`config.mk`:
```
export PLATFORM = sky130hd
export DESIGN_NAME = ps2_rx_fifo_flat
export DESIGN_NICKNAME = d
export VERILOG_FILES = /design/src/rtl/ps2_pkg.sv /design/src/rtl/ps2_rx_fifo_if.sv /design/src/rtl/byte_fifo.sv /design/src/rtl/ps2_rx_fifo.sv /design/src/flat_wrapper.sv
export SDC_FILE = /design/constraint.sdc
export NUM_CORES = 1
export LEC_CHECK = 0
export ABC_CLOCK_PERIOD_IN_PS = 7800
export BUFFER_PORTS_ARGS = -buffer_cell sky130_fd_sc_hd__buf_2
export CAP_MARGIN = 20
export CORE_UTILIZATION = 62
export DETAILED_ROUTE_END_ITERATION = 16
export PLACE_DENSITY = 0.84
export SLEW_MARGIN = 40
export SYNTH_ARGS = -nofsm -noshare
export SYNTH_HDL_FRONTEND = slang
export SYNTH_HIERARCHICAL = 1
export SYNTH_SLANG_ARGS = --single-unit
```
`constraint.sdc`:
```
create_clock -name clk -period 7.8 [get_ports clk]
set_input_delay 1.17 -clock clk [delete_from_list [all_inputs] [get_ports clk]]
set_output_delay 1.17 -clock clk [all_outputs]
set_load 0.005 [all_outputs]
```
`src/rtl/ps2_pkg.sv`:
```
// Shared types and constants for the PS/2 receive path: deframer state
// encoding, frame layout and the frame validity rule.
package ps2_pkg;

  typedef enum logic [2:0] {
    ST_IDLE  = 3'b001,
    ST_SHIFT = 3'b010,
    ST_CHECK = 3'b100
  } ps2_state_e;

  localparam int PS2_FRAME_BITS  = 11;
  localparam int PS2_TIMEOUT_DEF = 20000;

  // Bits arrive LSB first and are shifted in from the top, so after the
  // last fall the start bit sits at bit 0 and the stop bit at bit 10.
  typedef struct packed {
    logic       stop;
    logic       parity;
    logic [7:0] data;
    logic       start;
  } ps2_frame_t;

  function automatic logic frame_ok(input ps2_frame_t f);
    return !f.start && f.stop && (^{f.data, f.parity});
  endfunction

endpackage

```
`src/rtl/ps2_rx_fifo_if.sv`:
```
// Consumer-side handshake of the PS/2 receiver: show-ahead head byte,
// ready/nextdata_n pop strobe and status flags.
interface ps2_rx_fifo_if;
  logic       nextdata_n;
  logic [7:0] data;
  logic       ready;
  logic       overflow;
  logic       frame_err;

  modport master (input nextdata_n, output data, ready, overflow, frame_err);
  modport slave  (output nextdata_n, input data, ready, overflow, frame_err);
endinterface

```
`src/rtl/byte_fifo.sv`:
```
// Show-ahead FIFO with wrap-bit pointers; a push into a full FIFO only
// lands when a pop frees the head slot in the same cycle.
module byte_fifo #(
  parameter int DEPTH = 8,
  parameter int W     = 8
) (
  input  logic         clk,
  input  logic         clrn,
  input  logic         push,
  input  logic         pop,
  input  logic [W-1:0] din,
  output logic [W-1:0] head,
  output logic         full,
  output logic         empty
);
  localparam int AW = $clog2(DEPTH);

  logic [AW:0]  wr_ptr, rd_ptr;
  logic [W-1:0] mem [DEPTH];
  logic         do_push, do_pop;

  assign empty   = (wr_ptr == rd_ptr);
  assign full    = (wr_ptr[AW-1:0] == rd_ptr[AW-1:0]) && (wr_ptr[AW] != rd_ptr[AW]);
  assign do_pop  = pop && !empty;
  assign do_push = push && (!full || do_pop);
  assign head    = mem[rd_ptr[AW-1:0]];

  // Only entry 0 is cleared so the head reads a defined 8'h00 after reset.
  always_ff @(posedge clk) begin
    if (!clrn) begin
      wr_ptr <= '0;
      rd_ptr <= '0;
      mem[0] <= '0;
    end else begin
      if (do_push) begin
        mem[wr_ptr[AW-1:0]] <= din;
        wr_ptr              <= wr_ptr + 1'b1;
      end
      if (do_pop) rd_ptr <= rd_ptr + 1'b1;
    end
  end

endmodule

```
`src/rtl/ps2_rx_fifo.sv`:
```
// PS/2 device-to-host receiver: line synchroniser, 11-bit frame deframer and
// show-ahead byte FIFO read through a ready / nextdata_n handshake.
module ps2_rx_fifo
  import ps2_pkg::*;
#(
  parameter int FIFO_DEPTH  = 8,
  parameter int SYNC_STAGES = 3,
  parameter int TIMEOUT     = PS2_TIMEOUT_DEF
) (
  input  logic          clk,
  input  logic          clrn,
  input  logic          ps2_clk,
  input  logic          ps2_data,
  ps2_rx_fifo_if.master rx
);
  localparam int         TW       = $clog2(TIMEOUT + 1);
  localparam logic [3:0] LAST_BIT = 4'(PS2_FRAME_BITS - 1);

  logic [SYNC_STAGES-1:0] clk_sync, dat_sync;
  logic                   clk_prev, fall, sdat;

  // Synchronisers idle high like the open-collector bus.
  always_ff @(posedge clk) begin
    if (!clrn) begin
      clk_sync <= '1;
      dat_sync <= '1;
      clk_prev <= 1'b1;
    end else begin
      clk_sync <= {clk_sync[SYNC_STAGES-2:0], ps2_clk};
      dat_sync <= {dat_sync[SYNC_STAGES-2:0], ps2_data};
      clk_prev <= clk_sync[SYNC_STAGES-1];
    end
  end

  assign sdat = dat_sync[SYNC_STAGES-1];
  assign fall = clk_prev & ~clk_sync[SYNC_STAGES-1];

  ps2_state_e    state, state_n;
  logic [3:0]    bit_cnt, bit_cnt_n;
  ps2_frame_t    frame, frame_n;
  logic [TW-1:0] to_cnt, to_cnt_n;
  logic          push, frame_err;

  always_ff @(posedge clk) begin
    if (!clrn) begin
      state   <= ST_IDLE;
      bit_cnt <= '0;
      frame   <= '0;
      to_cnt  <= '0;
    end else begin
      state   <= state_n;
      bit_cnt <= bit_cnt_n;
      frame   <= frame_n;
      to_cnt  <= to_cnt_n;
    end
  end

  always_comb begin
    state_n   = state;
    bit_cnt_n = bit_cnt;
    frame_n   = frame;
    to_cnt_n  = '0;
    push      = 1'b0;
    frame_err = 1'b0;
    case (state)
      ST_IDLE: begin
        // A high sample on a fall is not a start bit; keep hunting.
        if (fall && !sdat) begin
          frame_n   = ps2_frame_t'({sdat, frame[PS2_FRAME_BITS-1:1]});
          bit_cnt_n = 4'd1;
          state_n   = ST_SHIFT;
        end
      end
      ST_SHIFT: begin
        if (fall) begin
          frame_n   = ps2_frame_t'({sdat, frame[PS2_FRAME_BITS-1:1]});
          bit_cnt_n = bit_cnt + 4'd1;
          if (bit_cnt == LAST_BIT) state_n = ST_CHECK;
        end else if (to_cnt == TW'(TIMEOUT - 1)) begin
          state_n   = ST_IDLE;
          bit_cnt_n = '0;
        end else begin
          to_cnt_n = to_cnt + 1'b1;
        end
      end
      ST_CHECK: begin
        state_n   = ST_IDLE;
        bit_cnt_n = '0;
        if (frame_ok(frame)) push = 1'b1;
        else                 frame_err = 1'b1;
      end
      default: begin
        state_n   = ST_IDLE;
        bit_cnt_n = '0;
      end
    endcase
  end

  logic       fifo_full, fifo_empty, pop, overflow;
  logic [7:0] head;

  assign pop = !rx.nextdata_n && !fifo_empty;

  byte_fifo #(.DEPTH(FIFO_DEPTH), .W(8)) u_fifo (
    .clk   (clk),
    .clrn  (clrn),
    .push  (push),
    .pop   (pop),
    .din   (frame.data),
    .head  (head),
    .full  (fifo_full),
    .empty (fifo_empty)
  );

  // A simultaneous pop makes room, so only an unmatched push into full drops.
  always_ff @(posedge clk) begin
    if (!clrn)                             overflow <= 1'b0;
    else if (push && fifo_full && !pop)    overflow <= 1'b1;
  end

  assign rx.data      = head;
  assign rx.ready     = !fifo_empty;
  assign rx.overflow  = overflow;
  assign rx.frame_err = frame_err;

endmodule

```
`src/flat_wrapper.sv`:
```
// flat-port wrapper written by rule: the top's interface ports become plain ports
module ps2_rx_fifo_flat import ps2_pkg::*;
#(
  parameter int FIFO_DEPTH  = 8,
  parameter int SYNC_STAGES = 3,
  parameter int TIMEOUT     = PS2_TIMEOUT_DEF
)
  (clk, clrn, ps2_clk, ps2_data, rx_nextdata_n, rx_data, rx_ready, rx_overflow, rx_frame_err);
  ps2_rx_fifo_if rx_i ();
  input  logic clk;
  input  logic clrn;
  input  logic ps2_clk;
  input  logic ps2_data;
  input wire logic [$bits(rx_i.nextdata_n)-1:0] rx_nextdata_n;
  output wire logic [$bits(rx_i.data)-1:0] rx_data;
  output wire logic [$bits(rx_i.ready)-1:0] rx_ready;
  output wire logic [$bits(rx_i.overflow)-1:0] rx_overflow;
  output wire logic [$bits(rx_i.frame_err)-1:0] rx_frame_err;
  assign rx_i.nextdata_n = rx_nextdata_n;
  assign rx_data = rx_i.data;
  assign rx_ready = rx_i.ready;
  assign rx_overflow = rx_i.overflow;
  assign rx_frame_err = rx_i.frame_err;
  ps2_rx_fifo #(.FIFO_DEPTH(FIFO_DEPTH), .SYNC_STAGES(SYNC_STAGES), .TIMEOUT(TIMEOUT)) u_core (.clk(clk), .clrn(clrn), .ps2_clk(ps2_clk), .ps2_data(ps2_data), .rx(rx_i));
endmodule
```
### Word level (Yosys, flattened, before mapping)

Memories as Yosys holds them, arrays and structs flattened. A register that Yosys moved wholly into a read port is not among the register bits.
Cells that the tools add are included.

| storage, ports and cells | value |
|---|---|
| flip-flop bits (word level) | 49 |
| input bits | 5 |
| memories kept | 1 |
| logic and storage cells | 82 |
| RAM bits | 64 |
| output and inout bits | 11 |

Memories:

| memory | words | width | read ports | clocked after Yosys merged registers in | write ports | line | text |
|---|---|---|---|---|---|---|---|
| u_core.u_fifo.mem | 8 | 8 | 1 | 1 | 1 | byte_fifo.sv:19 | `logic [W-1:0] mem [DEPTH];` |

| operators by class | value |
|---|---|
| reduce and logical (&&, ||, !) cells | 23 |
| add/subtract/negate cells | 4 |
| mux-type cells | 25 |
| equality and inequality tests | 12 |
| bitwise gates (word level) | 4 |

Operators by type and width:

| operator | count |
|---|---|
| $mux W11 | 2 |
| $pmux W11 S2 | 1 |
| $mux W3 | 7 |
| $add A15 B1 Y15 const B | 1 |
| $eq A15 B15 Y1 const B | 1 |
| $add A4 B1 Y4 const B | 3 |
| $mux W4 | 3 |
| $logic_and A1 B1 Y1 | 9 |
| $mux W1 | 9 |
| $reduce_xor A9 Y1 | 1 |
| $mux W8 | 1 |
| $pmux W4 S2 | 1 |
| $reduce_or A8 Y1 | 1 |
| $logic_not A1 Y1 | 6 |
| $pmux W3 S2 | 1 |
| $reduce_and A3 Y1 | 2 |
| $eq A4 B4 Y1 | 1 |
| $eq A4 B4 Y1 const B | 1 |
| $ne A2 B1 Y1 const B | 2 |
| $reduce_or A4 Y1 | 1 |
| $eq A3 B1 Y1 const B | 1 |
| $eq A3 B2 Y1 const B | 1 |
| $eq A3 B3 Y1 | 1 |
| $eq A3 B3 Y1 const B | 1 |
| other kinds (8) | 10 |

### Logic depth before layout (Yosys ltp)

| logic depth | value |
|---|---|
| word-level depth | 11 |
| gate-level depth with buffers | 10 |
| depth with buffers taken out | 9 |

### Modules after synthesis

Netlist, hierarchy kept.

Modules (own cells, without submodules):

| module | times used | cells each | area an instance (um^2) | seq. area each (um^2) |
|---|---|---|---|---|
| byte_fifo | 1 | 190 | 3169.3 | 2142.1 |
| ps2_rx_fifo | 1 | 185 | 1764.2 | 820.8 |

### Worst setup path after synthesis

No wires, ideal clock.

| path | value |
|---|---|
| path type | flip-flop to flip-flop |
| start | reg u_core/frame[5] (netlist bit) |
| end | mem u_core.u_fifo.mem[2][0], enable pin |
| path buffers | 1 |
| arrival time | 2714 ps |
| path slack | 4703 ps |
| stages on the path, launching flop included | 11 |
| period minus slack after synthesis | 3097 ps |
| required time | 7417 ps |
| library setup time | 383 ps |
| path through | dfxtp_1 xnor2_1 xnor3_1 xnor2_1 nand2_1 nor2_1 inv_1 nor2_1 clkbuf_1 o21ai_0 nor3_1 |

| between the ends | value |
|---|---|
| word-level cells in the longest chain between the ends | 10 |
| elaborated cells between the ends (all ways) | 11 |
| those cells by class | mux (7); reduce/logical (4) |

Ends and longest elaborated chain:

| item | line | text |
|---|---|---|
| start: declaration | ps2_rx_fifo.sv:40 | `ps2_frame_t frame, frame_n;` |
| start signal: assignment | ps2_rx_fifo.sv:53 | `frame <= frame_n;` |
| $reduce_xor A9 Y1 * | ps2_pkg.sv:24 | `return !f.start && f.stop && (^{f.data, f.parity});` |
| $logic_and A1 B1 Y1 * | ps2_pkg.sv:24 |  |
| $mux W1 * | ps2_rx_fifo.sv:89 | `if (frame_ok(frame)) push = 1'b1;` |
| $mux W1 * | ps2_rx_fifo.sv:65 | `case (state)` |
| named net u_core.push | ps2_rx_fifo.sv:42 | `logic push, frame_err;` |
| $logic_and A1 B1 Y1 * | byte_fifo.sv:25 | `assign do_push = push && (!full \|\| do_pop);` |
| $mux W1 * | byte_fifo.sv:35 | `if (do_push) begin` |
| $mux W1 * | byte_fifo.sv:30 | `if (!clrn) begin` |
| $mux W1 (implied by the code) * | byte_fifo.sv:36 | `mem[wr_ptr[AW-1:0]] <= din;` |
| $reduce_or A8 Y1 (no source line) | n/a |  |
| $mux W3 (no source line) or $mux W1 (tied branches) | n/a |  |
| end: declaration | byte_fifo.sv:19 |  |

Mark *: on every way through the listed nets, which the timed path passes. The rest lies on a longest branch.

### Worst setup path in the final report

| path | value |
|---|---|
| start | reg u_core/frame[5] (netlist bit) |
| end | mem u_core.u_fifo.mem[3][7], enable pin |

Same word-level chain as after synthesis.

==> metrics <==
status=complete, no violations; CTS H-tree depth=4; simple-gate share of the synthesized area=14.41%; Reg2Reg Launch Point=u_core/frame[5]$_SDFFE_PN0P_; Switch Pwr=291.7 uW; DRT iter0 DRCs=197; CP arrival=3.90 ns; # DRC=0; initial antenna violation count=0; Post-Synth XOR/XNOR Area=5.199%; Yosys warning count=6; layout cell share with drive strength beyond 1=20.44%; Avg Inst Size Synth=13.16 sq um; largest family of logic cells by synthesized area=simple AND/OR/NAND/NOR gates; cts hold-fix bufs=0; placed cells=476; Fmax=265.5 MHz; # setup viols final=0; clk sink count=116; max-capacitance violation count=0; Slew headroom=43.56%; non-filler instance count after layout=508; Critical Path Fanout Max=12; cells after synthesis=375; Post-synth EDFFs=64; Core Box Area=7727 sq um; hpwl dp=5887 um; router iterations before antenna repair=4; Die Y=91.21 um; Clock power frac=50.9%; CTS max path bufs=2; Initial Utilization=63.84%; WS Path Type=reg -> reg; Post-CTS Resized=0; wire per inst=18.39 um; Clock Latency Late Sink=0.51 ns; DIE AREA=8318 sq um; layout net count=403; Via-to-Cell Ratio=5.872; final hold vios=0; synthesized flop and latch total=116; Hold WS=0.4003 ns; fin crit period=3.767 ns; routability cong.=0.7568; Post-synth top cells=64 x edfxtp_1, 52 x dfxtp_1, 32 x nor2_1; ranking of synthesized cells by area=edfxtp_1 39%, dfxtp_1 21%, mux4_2 7.3%, mux2i_1 2.4%, nor2_1 2.4%; worst hold path class=reg -> reg; site row count=32; Synth area leader=edfxtp_1; complex-gate fraction of the synthesized area=4.616%; DRT antenna net count=0; Reg power frac=46.2%; cell internal pwr=1.114 mW; Clk pin slew, worst setup/hold paths=0.06 ns; Final Max Slew Viols=0; CP Capture Type=flip-flop; cell with the most instances after synthesis=edfxtp_1; Yosys cell types=51; CTS Buf Count=17; area grow syn2layout=13.82%; gr usage total=24.80%; startpoint types=flip-flop; number of I/O port buffers=15; Clock Skew=0.006876 ns; Comb pwr share=2.9%; WP data required=7.93 ns; CTS tree=done; final setup TNS=0 ns; sequential-to-total area share from yosys stat=60.06%; grt ovf=0; FFs w/ async S/R, synth=0%; ANT cells=0; io pins=16; largest net degree at the start of global routing=44; Synth Net Count=385; hold path startpoint=u_core/dat_sync[1]$_SDFF_PN1_; number of global-route vias before repair=2984; reported leakage power=1.939 nW; WL final=9344 um; worst slew pin tran=0.8434 ns; Mapped Area=4933 sq um; Die W=91.21 um; predominant post-synthesis flop cell=edfxtp_1; Critical path origin=u_core/frame[5]$_SDFFE_PN0P_; post-synthesis adder-cell area fraction=1.268%; Design Power=1.405 mW; # fillers=483; post-CTS setup buffer count=0; Sw Ratio=20.76%; Cell Pwr Density=250.2 nW/um^2; share of the synthesized area in the top cell type=38.96%; Max rail drop VDD=0.2044 mV; Final period util=48.29%; clk root buf=clkbuf_8; RSZ-0062 raised after global routing=false; first-pass GRT wire length=15170 um; post-synthesis mux area share=11.79%; Vias=2983
## final timing paths
kind | cells past startpoint | slack [ns] | end
worst min register to register | 1 | 0.40 | u_core/dat_sync[2]$_SDFF_PN1_
worst max register to register | 9 | 4.03 | u_core/u_fifo/mem[3][7]$_DFFE_PP_
worst min-delay path | 1 | 0.40 | u_core/dat_sync[2]$_SDFF_PN1_
worst max-delay path | 9 | 4.03 | u_core/u_fifo/mem[3][7]$_DFFE_PP_
## placed cells by master (no fill, tap or decap), drive strengths merged, types with 2 or more instances in the layout
cell type and n:
mux4 16, clkinvlp 4, xnor2 14, nor4 2, nand2 21, edfxtp 64, o211ai 3, a21oi 5
o21ai 10, xor2 11, dfxtp 52, clkbuf 18, mux2i 12, bufinv 2, a311o 2, a21boi 3
and3 12, or3 3, nand3 16, nand2b 11, nor2b 15, mux2 9, nor2 32, nand4 4
buf 15, clkinv 7, ha 5, nor3 9, o21a 2, nor3b 3, inv 10
## registers in the layout, summed over array words and instances, names as in the netlist, 3 cells and up, named ones only
register / cells
u_core/u_fifo/rd_ptr: 4
u_core/dat_sync: 3
u_core/frame: 11
u_core/bit_cnt: 4
u_core/clk_sync: 3
u_core/u_fifo/wr_ptr: 4
u_core/state: 3
u_core/u_fifo/mem: 64
u_core/to_cnt: 15
## stage by stage
stage | worst slack (ns) | instance area (sq um) | util (%)
after floorplan | 4.703 | 4933 | -
after global placement | 3.783 | 5039 | 65.20
after detailed placement | 3.736 | 5055 | 65.41
after CTS | 3.885 | 5610 | 72.60
after global routing | 3.784 | 5615 | 72.67
final | 4.033 | 5615 | 72.67
## kinds of logic after synthesis
family	after synthesis
simple gates	134
buf+inv	25
mux	37
xor+xnor	26
compound gates	32
flops	116
fa+ha+maj	5
## worst max-delay path: stages (launching register included)
cell	delay (ns)
dfxtp_1	0.37
xnor2_1	0.13
xnor3_1	0.42
xnor2_1	0.25
nand2_1	0.14
nor2_1	0.29
inv_1	0.19
nor2_1	0.50
o211ai_1	0.34
nor2_1	0.74
## layout make-up
cell class                      instances  area, sq um  area share [%]
Clock buffer                           18        417.9           7.442
Clock inverter                         14        137.6           2.451
Inverter                                9        33.78          0.6016
Multi-Input combinational cell        234         1859           33.11
Sequential cell                       116         2964           52.79
Tap cell                              102        127.6           2.273
Timing Repair Buffer                   15        75.07           1.337
## power by group through the flow
stage	registers [mW]	logic [mW]	clock network [mW]
after floorplan	0.661	0.0344	0
after global placement	0.661	0.0392	0
after detailed placement	0.662	0.0403	0
after CTS	0.649	0.0410	0.728
after global routing	0.650	0.0444	0.753
final	0.649	0.0408	0.715
## layer usage
| metal | global-route usage, % | share of wire [%] |
|---|---|---|
| met5 | 0 | 0 |
| met4 | 8.995 | 1.0 |
| met1 | 30.50 | 43 |
| met3 | 7.789 | 4.7 |
| met2 | 41.29 | 51 |
No activity file was read; power rests on OpenSTA's default activity.
